$ cat config.mk
export PLATFORM = sky130hd
export DESIGN_NAME = evr_rx_decoder_flat
export DESIGN_NICKNAME = d
export VERILOG_FILES = /design/src/rtl/evr_rx_decoder_if.sv /design/src/rtl/evr_rx_decoder.sv /design/src/flat_wrapper.sv
export SDC_FILE = /design/constraint.sdc
export NUM_CORES = 1
export LEC_CHECK = 0
export CAP_MARGIN = 20
export CORE_MARGIN = 5
export CORE_UTILIZATION = 30
export CTS_BUF_LIST = sky130_fd_sc_hd__clkbuf_16
export DETAILED_ROUTE_END_ITERATION = 10
export HOLD_SLACK_MARGIN = 0.1
export MAX_ROUTING_LAYER = met4
export SYNTH_ARGS = -nofsm -noshare
export SYNTH_HDL_FRONTEND = slang
export SYNTH_SLANG_ARGS = --single-unit
$ cat constraint.sdc
create_clock -name evrRxClk -period 2.8 [get_ports evrRxClk]
set_clock_uncertainty 0.1 [all_clocks]
set_input_delay 0.56 -clock evrRxClk [delete_from_list [all_inputs] [get_ports evrRxClk]]
set_output_delay 0.56 -clock evrRxClk [all_outputs]
set_load 0.02 [all_outputs]
$ cat src/rtl/evr_rx_decoder_if.sv
// Word stream from the receiver transceiver plus the decoded event/timing outputs.
interface evr_rx_decoder_if #(
  parameter int TOD_SECONDS_WIDTH = 32,
  parameter int TICK_WIDTH        = 32
);
  logic [15:0]                  evrRxData;
  logic [1:0]                   evrRxCharIsK;
  logic [1:0]                   evrRxCodeErr;
  logic                         evrLinkUp;
  logic [7:0]                   evrEventCode;
  logic                         evrEventStrobe;
  logic [7:0]                   evrDistributedBus;
  logic                         evrHeartbeat;
  logic                         evrPing;
  logic [TOD_SECONDS_WIDTH-1:0] evrSeconds;
  logic                         evrSecondsValid;
  logic [TICK_WIDTH-1:0]        evrTicks;
  logic [15:0]                  evrCodeErrorCount;

  // Transceiver side: supplies words, observes decoded results.
  modport master (
    output evrRxData, evrRxCharIsK, evrRxCodeErr,
    input  evrLinkUp, evrEventCode, evrEventStrobe, evrDistributedBus, evrHeartbeat,
           evrPing, evrSeconds, evrSecondsValid, evrTicks, evrCodeErrorCount
  );

  // Decoder side.
  modport slave (
    input  evrRxData, evrRxCharIsK, evrRxCodeErr,
    output evrLinkUp, evrEventCode, evrEventStrobe, evrDistributedBus, evrHeartbeat,
           evrPing, evrSeconds, evrSecondsValid, evrTicks, evrCodeErrorCount
  );
endinterface

$ cat src/rtl/evr_rx_decoder.sv
// Event receiver decoder: link lock, event/dbus decode, seconds time-of-day recovery.
module evr_rx_decoder #(
  parameter int TOD_SECONDS_WIDTH = 32,
  parameter int LOCK_COUNT        = 64,
  parameter int ERROR_LIMIT       = 4,
  parameter int TICK_WIDTH        = 32
) (
  input logic              evrRxClk,
  input logic              evrRxReset,
  evr_rx_decoder_if.slave  rx
);
  localparam int HCW = (LOCK_COUNT > 2) ? $clog2(LOCK_COUNT) : 1;
  localparam int BCW = $clog2(TOD_SECONDS_WIDTH + 2);
  localparam int EW  = $clog2(ERROR_LIMIT + 2);
  localparam logic [7:0] EV_SEC0   = 8'h70;
  localparam logic [7:0] EV_SEC1   = 8'h71;
  localparam logic [7:0] EV_MARKER = 8'h7D;

  typedef enum logic {HUNT, LOCKED} state_e;

  state_e                       state_q, state_d;
  logic [HCW-1:0]               hunt_cnt_q, hunt_cnt_d;
  logic [7:0]                   win_cnt_q, win_cnt_d;
  logic [EW-1:0]                win_err_q, win_err_d;
  logic [7:0]                   code_q, code_d;
  logic                         strobe_q, strobe_d;
  logic [7:0]                   bus_q, bus_d;
  logic                         hb_q, hb_d;
  logic                         ping_q, ping_d;
  logic [TOD_SECONDS_WIDTH-1:0] sec_q, sec_d;
  logic                         sec_vld_q, sec_vld_d;
  logic [TICK_WIDTH-1:0]        ticks_q, ticks_d;
  logic [15:0]                  err_total_q, err_total_d;
  logic [TOD_SECONDS_WIDTH-1:0] shift_q, shift_d;
  logic [BCW-1:0]               bit_cnt_q, bit_cnt_d;

  logic       word_err, word_vld;
  logic [7:0] ev_byte, db_byte;

  assign word_err = |rx.evrRxCodeErr;
  assign word_vld = !word_err && !rx.evrRxCharIsK[1];
  assign ev_byte  = rx.evrRxData[7:0];
  assign db_byte  = rx.evrRxData[15:8];

  // Lock FSM next state plus all decode; decode only acts on words seen while LOCKED.
  always_comb begin
    state_d     = state_q;
    hunt_cnt_d  = hunt_cnt_q;
    win_cnt_d   = win_cnt_q;
    win_err_d   = win_err_q;
    code_d      = code_q;
    strobe_d    = 1'b0;
    bus_d       = bus_q;
    hb_d        = 1'b0;
    ping_d      = 1'b0;
    sec_d       = sec_q;
    sec_vld_d   = sec_vld_q;
    ticks_d     = (ticks_q == '1) ? ticks_q : ticks_q + 1'b1;
    err_total_d = (word_err && err_total_q != 16'hFFFF) ? err_total_q + 16'd1 : err_total_q;
    shift_d     = shift_q;
    bit_cnt_d   = bit_cnt_q;

    case (state_q)
      HUNT: begin
        win_cnt_d = '0;
        win_err_d = '0;
        if (!word_vld)
          hunt_cnt_d = '0;
        else if (hunt_cnt_q == HCW'(LOCK_COUNT - 1)) begin
          state_d    = LOCKED;
          hunt_cnt_d = '0;
        end else
          hunt_cnt_d = hunt_cnt_q + 1'b1;
      end
      LOCKED: begin
        win_cnt_d = win_cnt_q + 8'd1;
        if (word_err && win_err_q >= EW'(ERROR_LIMIT)) begin
          // Too many errors this window: drop lock, abandon any seconds sequence.
          state_d   = HUNT;
          win_cnt_d = '0;
          win_err_d = '0;
          sec_vld_d = 1'b0;
          bit_cnt_d = '0;
        end else begin
          if (word_err) win_err_d = win_err_q + 1'b1;
          if (win_cnt_q == 8'hFF) win_err_d = '0;
        end

        if (word_vld) begin
          bus_d  = db_byte;
          hb_d   = db_byte[0] && !bus_q[0];
          ping_d = db_byte[1] && !bus_q[1];
          if (!rx.evrRxCharIsK[0] && ev_byte != 8'h00) begin
            code_d   = ev_byte;
            strobe_d = 1'b1;
            if (ev_byte == EV_SEC0 || ev_byte == EV_SEC1) begin
              // Code LSB is the shifted bit; sequence arrives MSB first.
              shift_d = {shift_q[TOD_SECONDS_WIDTH-2:0], ev_byte[0]};
              if (bit_cnt_q != BCW'(TOD_SECONDS_WIDTH + 1)) bit_cnt_d = bit_cnt_q + 1'b1;
            end else if (ev_byte == EV_MARKER) begin
              if (bit_cnt_q == BCW'(TOD_SECONDS_WIDTH)) begin
                sec_d     = shift_q;
                sec_vld_d = 1'b1;
              end else
                sec_vld_d = 1'b0;
              bit_cnt_d = '0;
              ticks_d   = '0;
            end
          end
        end
      end
      default: state_d = HUNT;
    endcase
  end

  // State and output registers, synchronous reset.
  always_ff @(posedge evrRxClk) begin
    if (evrRxReset) begin
      state_q     <= HUNT;
      hunt_cnt_q  <= '0;
      win_cnt_q   <= '0;
      win_err_q   <= '0;
      code_q      <= '0;
      strobe_q    <= 1'b0;
      bus_q       <= '0;
      hb_q        <= 1'b0;
      ping_q      <= 1'b0;
      sec_q       <= '0;
      sec_vld_q   <= 1'b0;
      ticks_q     <= '0;
      err_total_q <= '0;
      shift_q     <= '0;
      bit_cnt_q   <= '0;
    end else begin
      state_q     <= state_d;
      hunt_cnt_q  <= hunt_cnt_d;
      win_cnt_q   <= win_cnt_d;
      win_err_q   <= win_err_d;
      code_q      <= code_d;
      strobe_q    <= strobe_d;
      bus_q       <= bus_d;
      hb_q        <= hb_d;
      ping_q      <= ping_d;
      sec_q       <= sec_d;
      sec_vld_q   <= sec_vld_d;
      ticks_q     <= ticks_d;
      err_total_q <= err_total_d;
      shift_q     <= shift_d;
      bit_cnt_q   <= bit_cnt_d;
    end
  end

  assign rx.evrLinkUp         = (state_q == LOCKED);
  assign rx.evrEventCode      = code_q;
  assign rx.evrEventStrobe    = strobe_q;
  assign rx.evrDistributedBus = bus_q;
  assign rx.evrHeartbeat      = hb_q;
  assign rx.evrPing           = ping_q;
  assign rx.evrSeconds        = sec_q;
  assign rx.evrSecondsValid   = sec_vld_q;
  assign rx.evrTicks          = ticks_q;
  assign rx.evrCodeErrorCount = err_total_q;
endmodule

$ cat src/flat_wrapper.sv
// flat-port wrapper written by rule: the top's interface ports become plain ports
module evr_rx_decoder_flat 
#(
  parameter int TOD_SECONDS_WIDTH = 32,
  parameter int LOCK_COUNT        = 64,
  parameter int ERROR_LIMIT       = 4,
  parameter int TICK_WIDTH        = 32
)
  (evrRxClk, evrRxReset, rx_evrRxData, rx_evrRxCharIsK, rx_evrRxCodeErr, rx_evrLinkUp, rx_evrEventCode, rx_evrEventStrobe, rx_evrDistributedBus, rx_evrHeartbeat, rx_evrPing, rx_evrSeconds, rx_evrSecondsValid, rx_evrTicks, rx_evrCodeErrorCount);
  evr_rx_decoder_if #(.TOD_SECONDS_WIDTH(TOD_SECONDS_WIDTH), .TICK_WIDTH(TICK_WIDTH)) rx_i ();
  input logic evrRxClk;
  input logic evrRxReset;
  input wire logic [$bits(rx_i.evrRxData)-1:0] rx_evrRxData;
  input wire logic [$bits(rx_i.evrRxCharIsK)-1:0] rx_evrRxCharIsK;
  input wire logic [$bits(rx_i.evrRxCodeErr)-1:0] rx_evrRxCodeErr;
  output wire logic [$bits(rx_i.evrLinkUp)-1:0] rx_evrLinkUp;
  output wire logic [$bits(rx_i.evrEventCode)-1:0] rx_evrEventCode;
  output wire logic [$bits(rx_i.evrEventStrobe)-1:0] rx_evrEventStrobe;
  output wire logic [$bits(rx_i.evrDistributedBus)-1:0] rx_evrDistributedBus;
  output wire logic [$bits(rx_i.evrHeartbeat)-1:0] rx_evrHeartbeat;
  output wire logic [$bits(rx_i.evrPing)-1:0] rx_evrPing;
  output wire logic [$bits(rx_i.evrSeconds)-1:0] rx_evrSeconds;
  output wire logic [$bits(rx_i.evrSecondsValid)-1:0] rx_evrSecondsValid;
  output wire logic [$bits(rx_i.evrTicks)-1:0] rx_evrTicks;
  output wire logic [$bits(rx_i.evrCodeErrorCount)-1:0] rx_evrCodeErrorCount;
  assign rx_i.evrRxData = rx_evrRxData;
  assign rx_i.evrRxCharIsK = rx_evrRxCharIsK;
  assign rx_i.evrRxCodeErr = rx_evrRxCodeErr;
  assign rx_evrLinkUp = rx_i.evrLinkUp;
  assign rx_evrEventCode = rx_i.evrEventCode;
  assign rx_evrEventStrobe = rx_i.evrEventStrobe;
  assign rx_evrDistributedBus = rx_i.evrDistributedBus;
  assign rx_evrHeartbeat = rx_i.evrHeartbeat;
  assign rx_evrPing = rx_i.evrPing;
  assign rx_evrSeconds = rx_i.evrSeconds;
  assign rx_evrSecondsValid = rx_i.evrSecondsValid;
  assign rx_evrTicks = rx_i.evrTicks;
  assign rx_evrCodeErrorCount = rx_i.evrCodeErrorCount;
  evr_rx_decoder #(.TOD_SECONDS_WIDTH(TOD_SECONDS_WIDTH), .LOCK_COUNT(LOCK_COUNT), .ERROR_LIMIT(ERROR_LIMIT), .TICK_WIDTH(TICK_WIDTH)) u_core (.evrRxClk(evrRxClk), .evrRxReset(evrRxReset), .rx(rx_i));
endmodule
==> PnR_summary.wiki, run 1 <==
{| class="wikitable"
! Metric !! Value
|-
| Status || completed
|-
| Worst-case clock buffer depth || 2
|-
| Number of I/O pins || 123
|-
| Core region area || 0.02162 mm²
|-
| Internal power contribution || 3.515 mW
|-
| Worst Min Path Start || u_core.rx.evrDistributedBus[0]
|-
| Final Hold Fails || 0
|-
| Netlist Area Pre-Place || 0.006526 mm²
|-
| Sequential standard cell area || 0.003123 mm²
|-
| Final hold slack || 0.3388 ns
|-
| Setup repair after global routing missed its margin || no
|-
| Final global-route overflow total || 0
|-
| Number of I/O port buffers || 122
|-
| Chip width || 157.5 µm
|-
| Avg Inst Size Synth || 8.097 µm²
|-
| Power per Cell Area || 532.9 mW/mm²
|-
| Final count of negative-setup-slack endpoints || 0
|-
| Top cells by area in the synthesized netlist || dfxtp_1 (48%), nand2_1 (11%), a21oi_1 (9.2%)
|-
| Fraction of the core area covered by cells at the end of the flow || 40.84%
|-
| Cell row count || 54
|-
| Global-route total usage across every layer || 14.03%
|-
| Standby leakage power || 2.893 nW
|-
| Post-Synthesis Net Count || 836
|-
| Portion of the clock cycle consumed by the worst path in the final layout || 87.80%
|-
| Category of the worst setup path launch point || input pin
|-
| Via count || 5979
|-
| Clock Sink Count || 156
|-
| Switching share of total power || 25.30%
|-
| Hold Path Cell Cnt || 1
|-
| Part of the Yosys area used for sequential elements || 47.85%
|-
| Total DRC errors in the routed layout || 0
|-
| Synthesized netlist cell count || 806
|-
| Routed length on met2 || 7509 µm
|-
| Achievable clock frequency || 406.8 MHz
|-
| Async set or reset register ratio after synthesis || 0%
|-
| Startpoint of the lowest-slack register-to-register path || u_core.rx.evrTicks[14]
|-
| Highest net fanout along the worst path || 8
|-
| Total wire length after detailed routing || 16770 µm
|-
| Worst path arrival time || 2.73 ns
|-
| Via count of the first global-routing pass || 5509
|-
| Initial cell density of the core || 30.19%
|-
| Share of layout cells above drive strength 1 || 8.891%
|-
| Worst-case vdd ir drop || 0.0003876 V
|-
| Synth cell types || 53
|-
| Power share of the sequential group || 47.7%
|-
| Post-CTS sizing || 0
|-
| Total power || 4.706 mW
|-
| Max Used Layer || met4
|-
| Worst-Margin Slew || 0.5885 ns
|-
| Signed area change from the synthesized netlist to the final layout || 35.31%
|-
| Number of CTS-inserted buffers || 17
|-
| Worst hold endpoint || u_core.rx.evrHeartbeat
|-
| Sw Pwr || 1.191 mW
|-
| Post-Layout Inst Area || 0.008831 mm²
|-
| Fraction of power consumed by the clock network || 48.5%
|-
| Wire length of the first global-routing pass || 27560 µm
|-
| H-Tree Depth || 4
|-
| Number of synthesized register bits || 156
|-
| Post-synthesis cell type with the largest combined area || dfxtp_1
|-
| Post-DP HPWL || 11580 µm
|-
| Vias per Instance || 4.837
|-
| Max-slew violation count || 0
|-
| DR WL/cell || 13.57 µm
|-
| Capture instance of the worst register-to-register path || u_core.rx.evrTicks[27]
|-
| Max_slew headroom || 60.44%
|-
| Most frequent cell after synthesis || nand2_1
|-
| CTS hold repair buffers || 0
|-
| Clock latency of the later-clocked register in the worst-skew pair || 0.43 ns
|-
| Worst R2R Setup Slack || 0.37 ns
|-
| Min Tclk post-route || 2.458 ns
|-
| Antenna violations before repair || 0
|-
| Routed Antenna Nets || 0
|-
| Height of the chip || 157.5 µm
|-
| Portion of total power attributed to combinational logic || 3.8%
|-
| Worst setup EP type || register
|-
| Number of filler cells placed in the layout || 2221
|-
| Crit Path Class || in2reg
|-
| Layout net count || 973
|-
| Share of the synthesized area in the top cell type || 47.85%
|-
| R2R cell count || 5
|-
| Number of flops mapped to enable cells by yosys || 0
|-
| Overall die area || 0.02480 mm²
|-
| Post-CTS Setup Bufs || 0
|-
| Endpoint required time on the critical path || 3.07 ns
|-
| Synth cell count leaders || nand2_1 (192), dfxtp_1 (156), a21oi_1 (120)
|-
| Worst-path clk slew || 0.07 ns
|-
| Max Cap Viol || 0
|-
| Sum of negative setup slack || 0 ns
|-
| Antenna diode instance count || 0
|-
| CTS tree || built
|-
| Number of detailed-route iterations in the first pass || 4
|-
| Total area of multi-input combinational cells || 0.003148 mm²
|-
| Amount of wire on met3 after detailed routing || 856 µm
|-
| Routed length on met1 || 8241 µm
|-
| Most instantiated flip-flop cell in the synthesis netlist || dfxtp_1
|-
| Clock root buffer || clkbuf_16
|-
| Total of warnings raised by yosys || 0
|-
| Routability congestion estimate || 0.8167
|-
| Placed instance area || 0.008232 mm²
|-
| Pin count of the biggest net entering global routing || 84
|-
| Type of the worst min-delay path || reg2reg
|-
| DRT iter0 DRCs || 255
|}
[how the worst max path moves through the flow]
stage / slack [ns] / startpoint / to / depth (start not counted)
3_3_place_gp: -0.11 / rx_evrRxData[4] / u_core.rx.evrTicks[13] / 8
5_1_grt: 0.13 / u_core.rx.evrTicks[14] / u_core.rx.evrTicks[27] / 5
2_1_floorplan: 0.46 / u_core.rx.evrTicks[0] / u_core.rx.evrTicks[8] / 7
4_1_cts: 0.33 / rx_evrRxData[4] / u_core.rx.evrTicks[26] / 8
3_5_place_dp: -0.11 / rx_evrRxData[4] / u_core.rx.evrTicks[26] / 8
6_report: 0.34 / rx_evrRxData[4] / u_core.rx.evrTicks[26] / 8
[stage by stage]
stage	instances	setup slack, ns
floorplan	806	0.4554
global placement	1204	-0.1068
detailed placement	1204	-0.1093
CTS	1236	0.3305
global route	1236	0.1261
finish	1236	0.3417
[worst max-delay path: stages]
cell and delay [ns]:
clkdlybuf4s50_1 0.44, nor4_1 0.40, buf_4 0.21, a311oi_2 0.11
buf_4 0.17, a21o_1 0.24, or4_1 0.52, nand2_1 0.07
[registers in the layout (all words and copies together), names as in the netlist, 3 cells and up]
name	cells
u_core.hunt_cnt_q	6
u_core.rx.evrDistributedBus	8
u_core.win_cnt_q	8
u_core.win_err_q	3
u_core.rx.evrEventCode	8
u_core.shift_q	32
u_core.bit_cnt_q	6
u_core.rx.evrTicks	32
u_core.rx.evrCodeErrorCount	16
u_core.rx.evrSeconds	32
[cell usage in the layout, fill, tap and decap left out, types with 11 or more instances in the layout]
| cell | Yosys | final |
|---|---|---|
| dfxtp_1 | 156 | 156 |
| xor2_1 | 12 | 12 |
| nand3_1 | 24 | 24 |
| o21ai_0 | 23 | 23 |
| or3_1 | 19 | 19 |
| nor3_1 | 11 | 11 |
| a21oi_1 | 120 | 120 |
| inv_1 | 15 | 15 |
| clkdlybuf4s50_1 | 0 | 121 |
| nand2_1 | 192 | 192 |
| nand4_1 | 17 | 17 |
| clkbuf_16 | 0 | 17 |
| buf_4 | 3 | 35 |
| xnor2_1 | 12 | 12 |
| and3_1 | 12 | 12 |
| nor2_1 | 54 | 53 |
[metal layers]
metal  vias to the layer above  track usage, %
li1                       3081               -
met1                      2757           18.87
met2                       127           21.09
met3                        14           3.684
met4                         0           3.523
met5                         -               -
[logic make-up after synthesis]
kind of cell | Yosys count | synth area share [%]
buf+inv | 57 | 3.949
simple gates | 376 | 27.36
mux | 2 | 0.3068
fa+ha+maj | 8 | 1.534
flops | 156 | 47.85
xor+xnor | 24 | 3.221
compound gates | 183 | 15.78
[power by group through the flow]
stage	Sequential [mW]	Combinational (mW)	Clock (mW)
final	2.25	0.177	2.28
after detailed placement	2.30	0.178	0
after floorplan	2.30	0.0731	0
after global placement	2.30	0.177	0
after CTS	2.25	0.179	2.36
after global routing	2.25	0.194	2.46
[cell type report]
class | count | area share [%]
timing repair buffer | 160 | 17.60
sequential | 156 | 35.36
clock inverter | 15 | 1.969
tap | 280 | 3.967
multi-input combinational | 593 | 35.65
clock buffer | 17 | 4.817
inverter | 15 | 0.6376
Power figures use the tool's default switching activity.
==> run 2, diff against run 1 <==
- ABC_AREA: default -> 0
- CTS_BUF_LIST: sky130_fd_sc_hd__clkbuf_16 -> default
- SLEW_MARGIN: default -> 20
==> results of run 2 <==
The final DEF is identical to that of run 1; final timing and power are the same.
